===== config.mk =====
export PLATFORM = sky130hd
export DESIGN_NAME = fir_cmplx_decim
export DESIGN_NICKNAME = d
export VERILOG_FILES = /design/src/rtl/fir_cmplx_decim.sv
export SDC_FILE = /design/constraint.sdc
export NUM_CORES = 1
export LEC_CHECK = 0
export BUFFER_PORTS_ARGS = -buffer_cell sky130_fd_sc_hd__buf_2
export CORE_MARGIN = 4
export CORE_UTILIZATION = 29
export CTS_BUF_LIST = sky130_fd_sc_hd__clkbuf_8 sky130_fd_sc_hd__clkbuf_16
export CTS_CLUSTER_SIZE = 14
export DETAILED_ROUTE_END_ITERATION = 12
export PLACE_DENSITY_LB_ADDON = 0.1
export SYNTH_ARGS = -nofsm -noshare
export SYNTH_HDL_FRONTEND = slang
export SYNTH_SLANG_ARGS = --single-unit

===== constraint.sdc =====
create_clock -name clock -period 1.4 [get_ports clock]
set_input_delay 0.21 -clock clock [delete_from_list [all_inputs] [get_ports clock]]
set_output_delay 0.21 -clock clock [all_outputs]
set_load 0.01 [all_outputs]

===== src/rtl/fir_cmplx_decim.sv =====
// Complex-coefficient decimating FIR, one complex MAC per tap per cycle.
// Latency: last input pop -> output write is NUM_TAPS+2 cycles when the output FIFOs have room.
// Backpressure: either output FIFO full holds the result in S_OUT, with no write and no input pops.
//
// Ports:
//   clock, reset                     rising-edge clock, asynchronous active-high reset
//   xreal_in_*, ximag_in_*           paired first-word-fall-through input FIFOs (dout/empty/rd_en)
//   yreal_out_*, yimag_out_*         paired output FIFOs (din/full/wr_en)
module fir_cmplx_decim #(
  parameter int DATA_WIDTH = 32,
  parameter int FRAC_BITS  = 10,
  parameter int NUM_TAPS   = 20,
  parameter int DECIMATION = 1,
  parameter logic [0:NUM_TAPS-1][DATA_WIDTH-1:0] COEFF_REAL = '0,
  parameter logic [0:NUM_TAPS-1][DATA_WIDTH-1:0] COEFF_IMAG = '0
) (
  input  logic                  clock,
  input  logic                  reset,
  input  logic [DATA_WIDTH-1:0] xreal_in_dout,
  input  logic                  xreal_in_empty,
  output logic                  xreal_in_rd_en,
  input  logic [DATA_WIDTH-1:0] ximag_in_dout,
  input  logic                  ximag_in_empty,
  output logic                  ximag_in_rd_en,
  output logic [DATA_WIDTH-1:0] yreal_out_din,
  input  logic                  yreal_out_full,
  output logic                  yreal_out_wr_en,
  output logic [DATA_WIDTH-1:0] yimag_out_din,
  input  logic                  yimag_out_full,
  output logic                  yimag_out_wr_en
);

  localparam int PW    = 2 * DATA_WIDTH;
  // One extra count value so the drain cycle index never aliases tap 0.
  localparam int TAP_W = $clog2(NUM_TAPS + 1);
  localparam int DEC_W = $clog2(DECIMATION + 1);
  localparam logic [TAP_W-1:0] LAST_TAP = TAP_W'(NUM_TAPS);
  localparam logic [DEC_W-1:0] LAST_POP = DEC_W'(DECIMATION - 1);

  typedef enum logic [1:0] {S_LOAD, S_MAC, S_OUT} state_t;

  state_t state_q, state_d;
  logic signed [DATA_WIDTH-1:0] sr_r_q [NUM_TAPS];
  logic signed [DATA_WIDTH-1:0] sr_r_d [NUM_TAPS];
  logic signed [DATA_WIDTH-1:0] sr_i_q [NUM_TAPS];
  logic signed [DATA_WIDTH-1:0] sr_i_d [NUM_TAPS];
  logic [DEC_W-1:0] pop_cnt_q, pop_cnt_d;
  logic [TAP_W-1:0] tap_cnt_q, tap_cnt_d;
  logic signed [PW-1:0] pr_q, pr_d, pi_q, pi_d, pri_q, pri_d, pir_q, pir_d;
  logic signed [DATA_WIDTH-1:0] acc_r_q, acc_r_d, acc_i_q, acc_i_d;

  logic pop, push;
  logic signed [DATA_WIDTH-1:0] sel_xr, sel_xi, sel_cr, sel_ci;
  logic signed [PW-1:0] diff_r, diff_i;
  logic signed [DATA_WIDTH-1:0] inc_r, inc_i;

  // Both FIFOs must have data; a lone non-empty side is never popped.
  assign pop  = (state_q == S_LOAD) && !xreal_in_empty && !ximag_in_empty;
  assign push = (state_q == S_OUT) && !yreal_out_full && !yimag_out_full;

  assign xreal_in_rd_en  = pop && !reset;
  assign ximag_in_rd_en  = pop && !reset;
  assign yreal_out_wr_en = push && !reset;
  assign yimag_out_wr_en = push && !reset;
  assign yreal_out_din   = acc_r_q;
  assign yimag_out_din   = acc_i_q;

  always_comb begin
    state_d   = state_q;
    sr_r_d    = sr_r_q;
    sr_i_d    = sr_i_q;
    pop_cnt_d = pop_cnt_q;
    tap_cnt_d = tap_cnt_q;
    pr_d      = pr_q;
    pi_d      = pi_q;
    pri_d     = pri_q;
    pir_d     = pir_q;
    acc_r_d   = acc_r_q;
    acc_i_d   = acc_i_q;

    // Tap operand mux for the multiply stage.
    sel_xr = '0;
    sel_xi = '0;
    sel_cr = '0;
    sel_ci = '0;
    for (int k = 0; k < NUM_TAPS; k++) begin
      if (tap_cnt_q == TAP_W'(k)) begin
        sel_xr = sr_r_q[k];
        sel_xi = sr_i_q[k];
        sel_cr = $signed(COEFF_REAL[k]);
        sel_ci = $signed(COEFF_IMAG[k]);
      end
    end

    // Dequantise the previous cycle's products; truncation wraps.
    diff_r = pr_q - pi_q;
    diff_i = pri_q - pir_q;
    inc_r  = DATA_WIDTH'(diff_r >>> FRAC_BITS);
    inc_i  = DATA_WIDTH'(diff_i >>> FRAC_BITS);

    case (state_q)
      S_LOAD: begin
        if (pop) begin
          for (int k = NUM_TAPS - 1; k > 0; k--) begin
            sr_r_d[k] = sr_r_q[k-1];
            sr_i_d[k] = sr_i_q[k-1];
          end
          sr_r_d[0] = $signed(xreal_in_dout);
          sr_i_d[0] = $signed(ximag_in_dout);
          if (pop_cnt_q == LAST_POP) begin
            pop_cnt_d = '0;
            tap_cnt_d = '0;
            state_d   = S_MAC;
          end else begin
            pop_cnt_d = pop_cnt_q + 1'b1;
          end
        end
      end

      S_MAC: begin
        // Stage 1: multiply the current tap (skipped on the drain cycle).
        if (tap_cnt_q < LAST_TAP) begin
          pr_d  = PW'(sel_xr) * PW'(sel_cr);
          pi_d  = PW'(sel_xi) * PW'(sel_ci);
          pri_d = PW'(sel_cr) * PW'(sel_xi);
          pir_d = PW'(sel_ci) * PW'(sel_xr);
        end
        // Stage 2: accumulate the tap multiplied last cycle.
        if (tap_cnt_q != '0) begin
          acc_r_d = acc_r_q + inc_r;
          acc_i_d = acc_i_q + inc_i;
        end
        if (tap_cnt_q == LAST_TAP) begin
          tap_cnt_d = '0;
          state_d   = S_OUT;
        end else begin
          tap_cnt_d = tap_cnt_q + 1'b1;
        end
      end

      S_OUT: begin
        if (push) begin
          acc_r_d = '0;
          acc_i_d = '0;
          state_d = S_LOAD;
        end
      end

      default: state_d = S_LOAD;
    endcase
  end

  always_ff @(posedge clock or posedge reset) begin
    if (reset) begin
      state_q   <= S_LOAD;
      pop_cnt_q <= '0;
      tap_cnt_q <= '0;
      pr_q      <= '0;
      pi_q      <= '0;
      pri_q     <= '0;
      pir_q     <= '0;
      acc_r_q   <= '0;
      acc_i_q   <= '0;
      for (int k = 0; k < NUM_TAPS; k++) begin
        sr_r_q[k] <= '0;
        sr_i_q[k] <= '0;
      end
    end else begin
      state_q   <= state_d;
      pop_cnt_q <= pop_cnt_d;
      tap_cnt_q <= tap_cnt_d;
      pr_q      <= pr_d;
      pi_q      <= pi_d;
      pri_q     <= pri_d;
      pir_q     <= pir_d;
      acc_r_q   <= acc_r_d;
      acc_i_q   <= acc_i_d;
      sr_r_q    <= sr_r_d;
      sr_i_q    <= sr_i_d;
    end
  end

endmodule

==> results.md, run 1 <==
- Launch point of the critical path: state_q[1]$_DFFE_PP0P_
- Inserted Diodes: 0
- Highest clock frequency the design can meet: 687 MHz
- Static power due to leakage: 0.476 nW
- HP Class: in2reg
- Remaining antenna violation count after routing: 0
- Final net count: 193
- Share of the synthesized area in the top cell type: 0.548
- Row count: 19
- Setup slack of the critical path after layout: -0.0552 ns
- Wire length of the first global-routing pass: ~2000 um
- Final Hold Slack: 0.300 ns
- Number of cells in the design after placement: 156
- Chip Width: 63.8 um
- Via count of the first global-routing pass: ~420
- Post-Syn Area per Cell: approximately 8.6 um2
- Synthesis-to-finish area growth: -5.96%
- Netlist area before placement: 903 um2
- Clock slew seen by the registers of the worst setup and hold paths: roughly 0.040 ns
- Count of H-tree levels built during CTS: 1
- Largest stage delay on the critical path: 0.37 ns
- Result of the run: finished, violations left
- Worst EP arrival: 1.25 ns
- Clk root buf: sky130_fd_sc_hd__clkbuf_8
- Initial core utilization: 0.314
- Total overflow reported by the global router: 0
- Top fanout value on the critical path: 2
- Number of clock sinks: 7
- Total power divided by cell area: 1400 mW/mm2
- Die Footprint: between 0.004 and 0.005 mm2
- Violations in the final reports: negative setup slack
- Largest cells by area after synthesis: sky130_fd_sc_hd__buf_4 55%, sky130_fd_sc_hd__dfrtp_1 19%, sky130_fd_sc_hd__a41oi_4 3.0%
- Fraction of the yosys area taken by sequential cells: 0.194
- Max rail drop VDD: 0.000359 V
- Hold Vio Cnt, Final: 0
- Drt total wl: 1380 um
- Vertical extent of the die: between 60 and 70 um
- Required time worst endpoint: roughly 1.2 ns
- Final Max Tran Viols: 0
- Final core occ: 0.295
- Number of top-level design ports: 138
- Length of the first detailed-routing pass in iterations: 2
- Crit path launch type: register
- Pin count of the biggest net entering global routing: 8
- R2r startpoint: state_q[1]$_DFFE_PP0P_
- Number of buffers between clock root and the deepest sink: 2
- RSZ-0062 raised after global routing: true
- Number of CTS-inserted buffers: 3
- Distinct cell type count of the synthesized netlist: 22
- Fraction of final layout cells with drive strength greater than 1: 0.183
- Clock insertion delay at the later pin of the skew report: 0.24 ns
- Via count normalized by instance count: 3.23
- Crit share post-route: 1.04
- Worst Hold Launch: ximag_in_empty
- Antenna violations before repair: 0
- Reported max-cap violation count: 0
- Starting DRT DRC Count: 22
- Gpl congestion: a little over 0.7
- Design Power: 0.00119 W
- CTS tree: done
- Total routing resource utilization after global routing: 0.0636
- Time the worst path needs with I/O delays and setup: 1.46 ns
- Half-perimeter wire length after detailed placement: 1160 um
- PortBufs: 9
- Area occupied by multi-input gates: 475 um2
- Area leader, netlist: sky130_fd_sc_hd__buf_4
- Total area of sequential cells: 175 um2
- Pre-CTS setup slack: between 0.09 and 0.1 ns
- Number of storage elements in the synthesis netlist: 7
- Slowest-stage cell, CP: sky130_fd_sc_hd__dfrtp_1
- Largest clock skew in the final design: 0.00300 ns
- Cell-by-cell listing of the critical path: or3_4 > nor3_4 > buf_2
- Final setup violation count: 2
- Post-route insts no fill: about 160
- Number of filler instances in the final layout: 300
- DRC violation count after routing: 0
- WL/cell: 8.51 um
- Ys Warns: 0
- Core Area: ~0.0029 mm2
- Via Count: 523
- Critical Path Sink Type: primary output
- Post-Synthesis Cells: 105
- Class of the most critical setup path: reg2out
cells in the mapped netlist:
master                      count
sky130_fd_sc_hd__buf_4         66
sky130_fd_sc_hd__inv_1          4
sky130_fd_sc_hd__nand3b_1       1
sky130_fd_sc_hd__a21oi_1        1
sky130_fd_sc_hd__ha_1           2
sky130_fd_sc_hd__nand2b_2       1
sky130_fd_sc_hd__mux2_1         1
sky130_fd_sc_hd__a22o_1         3
sky130_fd_sc_hd__or3_1          1
sky130_fd_sc_hd__nand3_1        2
sky130_fd_sc_hd__nand2_1        1
sky130_fd_sc_hd__a41oi_4        1
sky130_fd_sc_hd__conb_1         1
sky130_fd_sc_hd__dfrtp_1        7
sky130_fd_sc_hd__nor3_1         2
sky130_fd_sc_hd__o21ai_0        1
sky130_fd_sc_hd__xnor2_1        2
sky130_fd_sc_hd__o22ai_1        1
sky130_fd_sc_hd__o21bai_1       2
sky130_fd_sc_hd__nor2_1         2
sky130_fd_sc_hd__nor2b_1        2
sky130_fd_sc_hd__o2bb2ai_1      1
layout make-up:
cell class / count / share of cell area
clock buffers: 3 / 0.0486
clock inverters: 1 / 0.00589
inverters: 4 / 0.0177
multi-input cells: 91 / 0.560
flip-flops and latches: 7 / 0.206
well taps: 42 / 0.0619
repair buffers: 14 / 0.100
critical path: cells and delay by family (launching register included):
family | cells | cell delay [ns]
DFF | 1 | 0.37
buffers and inverters | 1 | 0.16
and+or+nand+nor | 2 | 0.48
metrics by stage:
stage / cell area (um2) / TNS, ns
finish: 850 / -0.108
global route: 850 / -0.537
CTS: 850 / -0.275
detailed placement: 769 / 0
global placement: 769 / 0
floorplan: 1140 / 0
final timing paths:
path / endpoint / slack, ns / cells past startpoint
max in group asynchronous: tap_cnt_q[1]$_DFFE_PP0P_ / 0.68 / 3
setup / recovery: xreal_in_rd_en / -0.06 / 3
hold reg to reg: tap_cnt_q[1]$_DFFE_PP0P_ / 0.56 / 1
hold / removal: state_q[0]$_DFFE_PP0P_ / 0.30 / 3
setup reg to reg: tap_cnt_q[1]$_DFFE_PP0P_ / 0.04 / 5
min in group asynchronous: tap_cnt_q[3]$_DFFE_PP0P_ / 0.50 / 3
layout by cell type, fill, tap and decap left out:
cell type and n:
sky130_fd_sc_hd__xnor2_1 2, sky130_fd_sc_hd__a41oi_4 1, sky130_fd_sc_hd__buf_4 4, sky130_fd_sc_hd__nand3_1 2, sky130_fd_sc_hd__conb_1 64, sky130_fd_sc_hd__clkbuf_8 3, sky130_fd_sc_hd__clkinv_2 1, sky130_fd_sc_hd__inv_1 4
sky130_fd_sc_hd__o22ai_1 1, sky130_fd_sc_hd__ha_1 2, sky130_fd_sc_hd__nand2_1 1, sky130_fd_sc_hd__mux2_1 1, sky130_fd_sc_hd__o21bai_1 2, sky130_fd_sc_hd__nor3_2 1, sky130_fd_sc_hd__nand2b_2 1, sky130_fd_sc_hd__or3_4 1
sky130_fd_sc_hd__nor3_4 1, sky130_fd_sc_hd__dfrtp_1 7, sky130_fd_sc_hd__nor2_1 2, sky130_fd_sc_hd__a21oi_1 1, sky130_fd_sc_hd__buf_2 9, sky130_fd_sc_hd__nor2b_1 2, sky130_fd_sc_hd__nand3b_1 1, sky130_fd_sc_hd__dlygate4sd3_1 1
sky130_fd_sc_hd__o2bb2ai_1 1, sky130_fd_sc_hd__o21ai_0 1, sky130_fd_sc_hd__a22o_1 3
power by group:
group          internal, W  switching [W]  total [W]
combinational     0.000237       0.000306   0.000544
clock             0.000194       0.000108   0.000302
sequential        0.000278      0.0000694   0.000347
total             0.000709       0.000484    0.00119
kinds of logic (layout without fill, tap and decap cells):
| kind of cell | Yosys count | in the layout | synth area share |
|---|---|---|---|
| AO/OA/AOI/OAI | 10 | 10 | 0.104 |
| XOR/XNOR | 2 | 2 | 0.0194 |
| adder cells (fa/ha/maj) | 2 | 2 | 0.0277 |
| buffers and inverters | 70 | 22 | 0.565 |
| flip-flops | 7 | 7 | 0.194 |
| multiplexers | 1 | 1 | 0.0125 |
| other | 1 | 64 | 0.00415 |
| AND/OR/NAND/NOR | 12 | 12 | 0.0734 |
state kept, by name, indices dropped and copies added, names as in the netlist:
| register | count |
|---|---|
| tap_cnt_q | 5 |
| state_q | 2 |
layer usage:
metal,routed length (um),track usage
met1,558,0.0811
met2,534,0.0877
met3,278,0.0420
met4,7,0.0162
met5,0,0
what timing repair did:
item / CTS / global route
setup endpoints to repair: 4 / 10
hold endpoints to repair: 7 / 0
pin swaps: 2 / 1
resized for setup: 3 / 0
hold buffers: 1 / 0
buffers inserted: 1 / 0
Power figures use the tool's default switching activity.
==> run 2: changes to the inputs <==
Settings changed: CORE_ASPECT_RATIO set to 2, SKIP_CTS_REPAIR_TIMING set to 1.
==> run 2 against run 1 <==
Compared with the run above: the flow still finishes with violations (negative setup slack); worst hold slack got worse by 0.0030 ns; first-iteration DRC count decreased by 86%; global-route usage decreased by 0.29 points; sequential share of layout area increased by 0.21 points; critical path type unchanged; die area increased by 1.3%; fmax decreased by 1.6%.
==> results.md, run 2 (synthesis results as in run 1) <==
- Length of the first detailed-routing pass in iterations: 2 (unchanged)
- Reg2Reg Capture Point: tap_cnt_q[0]$_DFFE_PP0P_ (was tap_cnt_q[1]$_DFFE_PP0P_)
- Largest clock skew in the final design: 0.00251 ns (was 0.00300 ns)
- Worst Hold Launch: ximag_in_empty (unchanged)
- Number of top-level design ports: 138 (unchanged)
- Via count normalized by instance count: 3.54 (was 3.23)
- Most frequent standard cell in the layout excluding fill and tap cells: sky130_fd_sc_hd__conb_1 (unchanged)
- Fraction of final layout cells with drive strength greater than 1: 0.190 (was 0.183)
- Placement-stage cell area: 747 um2 (was 769 um2)
- Number of cells on the worst hold path: 3 (unchanged)
- Total routing resource utilization after global routing: 0.0608 (was 0.0636)
- Starting DRT DRC Count: 3 (was 22)
- Result of the run: finished, violations left (unchanged)
- Number of buffers between clock root and the deepest sink: 2 (unchanged)
- Pin count of the biggest net entering global routing: 8 (unchanged)
- Clock insertion delay at the later pin of the skew report: 0.22 ns (was 0.24 ns)
- DRC violation count after routing: 0 (unchanged)
- Crit path launch type: register (unchanged)
- Number of clock sinks: 7 (unchanged)
- Number of cells in the design after placement: 143 (was 156)
- Half-perimeter wire length after detailed placement: 1170 um (was 1160 um)
- WL/cell: 8.81 um (was 8.51 um)
- Drt total wl: 1330 um (was 1380 um)
- Design Power: 0.00120 W (was 0.00119 W)
- Final Max Tran Viols: 0 (unchanged)
- Worst EP arrival: 1.27 ns (was 1.25 ns)
- Number of filler instances in the final layout: 324 (was 300)
- Max reg flops: 5 (unchanged)
- Vertical extent of the die: 86.9 um (was 63.8 um)
- Via count of the first global-routing pass: 422 (was 416)
- Number of CTS-inserted buffers: 3 (unchanged)
- Total overflow reported by the global router: 0 (unchanged)
- Area occupied by multi-input gates: 480 um2 (was 475 um2)
- Class of the most critical setup path: reg2out (unchanged)
- Clk root buf: sky130_fd_sc_hd__clkbuf_8 (unchanged)
- Post-route insts no fill: 151 (was 162)
- Violations in the final reports: negative setup slack (unchanged)
- Total power divided by cell area: 1420 mW/mm2 (was 1400 mW/mm2)
- HP Class: in2reg (unchanged)
- Gpl congestion: 0.636 (was 0.713)
- Time the worst path needs with I/O delays and setup: 1.48 ns (was 1.46 ns)
- Core Area: 0.00298 mm2 (was 0.00288 mm2)
- Crit share post-route: 1.06 (was 1.04)
- Remaining antenna violation count after routing: 0 (unchanged)
- Inserted Diodes: 0 (unchanged)
- Reported max-cap violation count: 0 (unchanged)
- Row count: 28 (was 19)
- PortBufs: 9 (unchanged)
- Antenna violations before repair: 0 (unchanged)
- Final net count: 194 (was 193)
- Highest clock frequency the design can meet: 676 MHz (was 687 MHz)
- Reg-to-reg slack, setup: 0.06 ns (was 0.04 ns)
- Required time worst endpoint: 1.19 ns (about the same)
- Critical Path Sink Type: primary output (unchanged)
- Depth of the worst register-to-register path: 4 (was 5)
- Hold worst-path end: state_q[0]$_DFFE_PP0P_ (unchanged)
- Wire length of the first global-routing pass: 1800 um (was 2040 um)
- Final setup violation count: 2 (unchanged)
- Static power due to leakage: 0.485 nW (was 0.476 nW)
- RSZ-0062 raised after global routing: true (unchanged)
- Die Footprint: 0.00413 mm2 (was 0.00407 mm2)
- Via Count: 534 (was 523)
- Top fanout value on the critical path: 2 (unchanged)
- Count of H-tree levels built during CTS: 1 (unchanged)
- Final Hold Slack: 0.297 ns (was 0.300 ns)
- Max rail drop VDD: 0.000619 V (was 0.000359 V)
- Most frequent cells in the layout: 64 x sky130_fd_sc_hd__conb_1, 9 x sky130_fd_sc_hd__buf_2, 6 x sky130_fd_sc_hd__dfrtp_1, 5 x sky130_fd_sc_hd__inv_1, 5 x sky130_fd_sc_hd__buf_4 (was 64 x sky130_fd_sc_hd__conb_1, 9 x sky130_fd_sc_hd__buf_2, 7 x sky130_fd_sc_hd__dfrtp_1, 4 x sky130_fd_sc_hd__inv_1, 4 x sky130_fd_sc_hd__buf_4)
- Chip Width: 47.5 um (was 63.8 um)
- Top Registers: tap_cnt_q: 5 flops, state_q: 2 flops (unchanged)
- Synthesis-to-finish area growth: -6.23% (was -5.96%)
- R2r startpoint: state_q[1]$_DFFE_PP0P_ (unchanged)
- Setup slack of the critical path after layout: -0.0785 ns (was -0.0552 ns)
- CTS tree: done (unchanged)
- Clock slew seen by the registers of the worst setup and hold paths: 0.04 ns (about the same)
- Register name with the most flops: tap_cnt_q (unchanged)
- Hold Vio Cnt, Final: 0 (unchanged)
- Initial core utilization: 0.303 (was 0.314)
- Final instance area: 847 um2 (was 850 um2)
- Total area of sequential cells: 176 um2 (was 175 um2)
-- run 2: cell count changes in the layout (fill, tap and decap cells not counted) --
cell and change:
sky130_fd_sc_hd__nand2b_4 +1, sky130_fd_sc_hd__clkinv_2 -1, sky130_fd_sc_hd__nand2b_2 -1, sky130_fd_sc_hd__dfrtp_2 +1
sky130_fd_sc_hd__inv_1 +1, sky130_fd_sc_hd__dfrtp_1 -1, sky130_fd_sc_hd__buf_4 +1
-- run 2: final cells by class --
| class | instances | area share |
|---|---|---|
| flip-flops and latches | 7 | 0.208 |
| clock buffers | 3 | 0.0487 |
| repair buffers | 15 | 0.109 |
| clock inverters | 1 | 0.00443 |
| well taps | 30 | 0.0443 |
| multi-input cells | 91 | 0.567 |
| inverters | 4 | 0.0177 |
-- run 2: how the worst max path moves through the flow --
stage | from | endpoint | slack (ns) | cells after the start
finish | state_q[1]$_DFFE_PP0P_ | xreal_in_rd_en | -0.08 | 3
CTS | state_q[1]$_DFFE_PP0P_ | ximag_in_rd_en | -0.13 | 3
floorplan | state_q[1]$_DFFE_PP0P_ | xreal_in_rd_en | 0.04 | 3
global route | state_q[1]$_DFFE_PP0P_ | xreal_in_rd_en | -0.16 | 3
global placement | tap_cnt_q[1]$_DFFE_PP0P_ | tap_cnt_q[0]$_DFFE_PP0P_ | 0.09 | 4
detailed placement | tap_cnt_q[1]$_DFFE_PP0P_ | tap_cnt_q[0]$_DFFE_PP0P_ | 0.09 | 4
-- run 2: routing by layer --
layer	vias up	GRT usage	wire length, um
li1	240	-	-
met1	234	0.0635	396
met2	58	0.103	657
met5	-	0	0
met4	0	0.0302	9
met3	2	0.0186	268
-- run 2: where the power goes --
part / internal (W) / leakage (nW) / switching [W]
registers: 0.000281 / 0.0906 / 0.0000781
clock network: 0.000190 / 0.0269 / 0.0000869
logic: 0.000264 / 0.368 / 0.000305
-- run 2: critical path: stages, from the launching register on --
cell	delay, ns
sky130_fd_sc_hd__dfrtp_1	0.38
sky130_fd_sc_hd__or3_4	0.35
sky130_fd_sc_hd__nor3_4	0.17
sky130_fd_sc_hd__buf_2	0.15
-- run 2: per-stage QoR --
step | TNS [ns] | utilization | setup WS [ns]
after global placement | 0 | 0.251 | 0.0925
after detailed placement | 0 | 0.251 | 0.0889
after global routing | -0.378 | 0.284 | -0.158
final | -0.157 | 0.284 | -0.0785
after floorplan | 0 | - | 0.0364
after CTS | -0.327 | 0.266 | -0.134
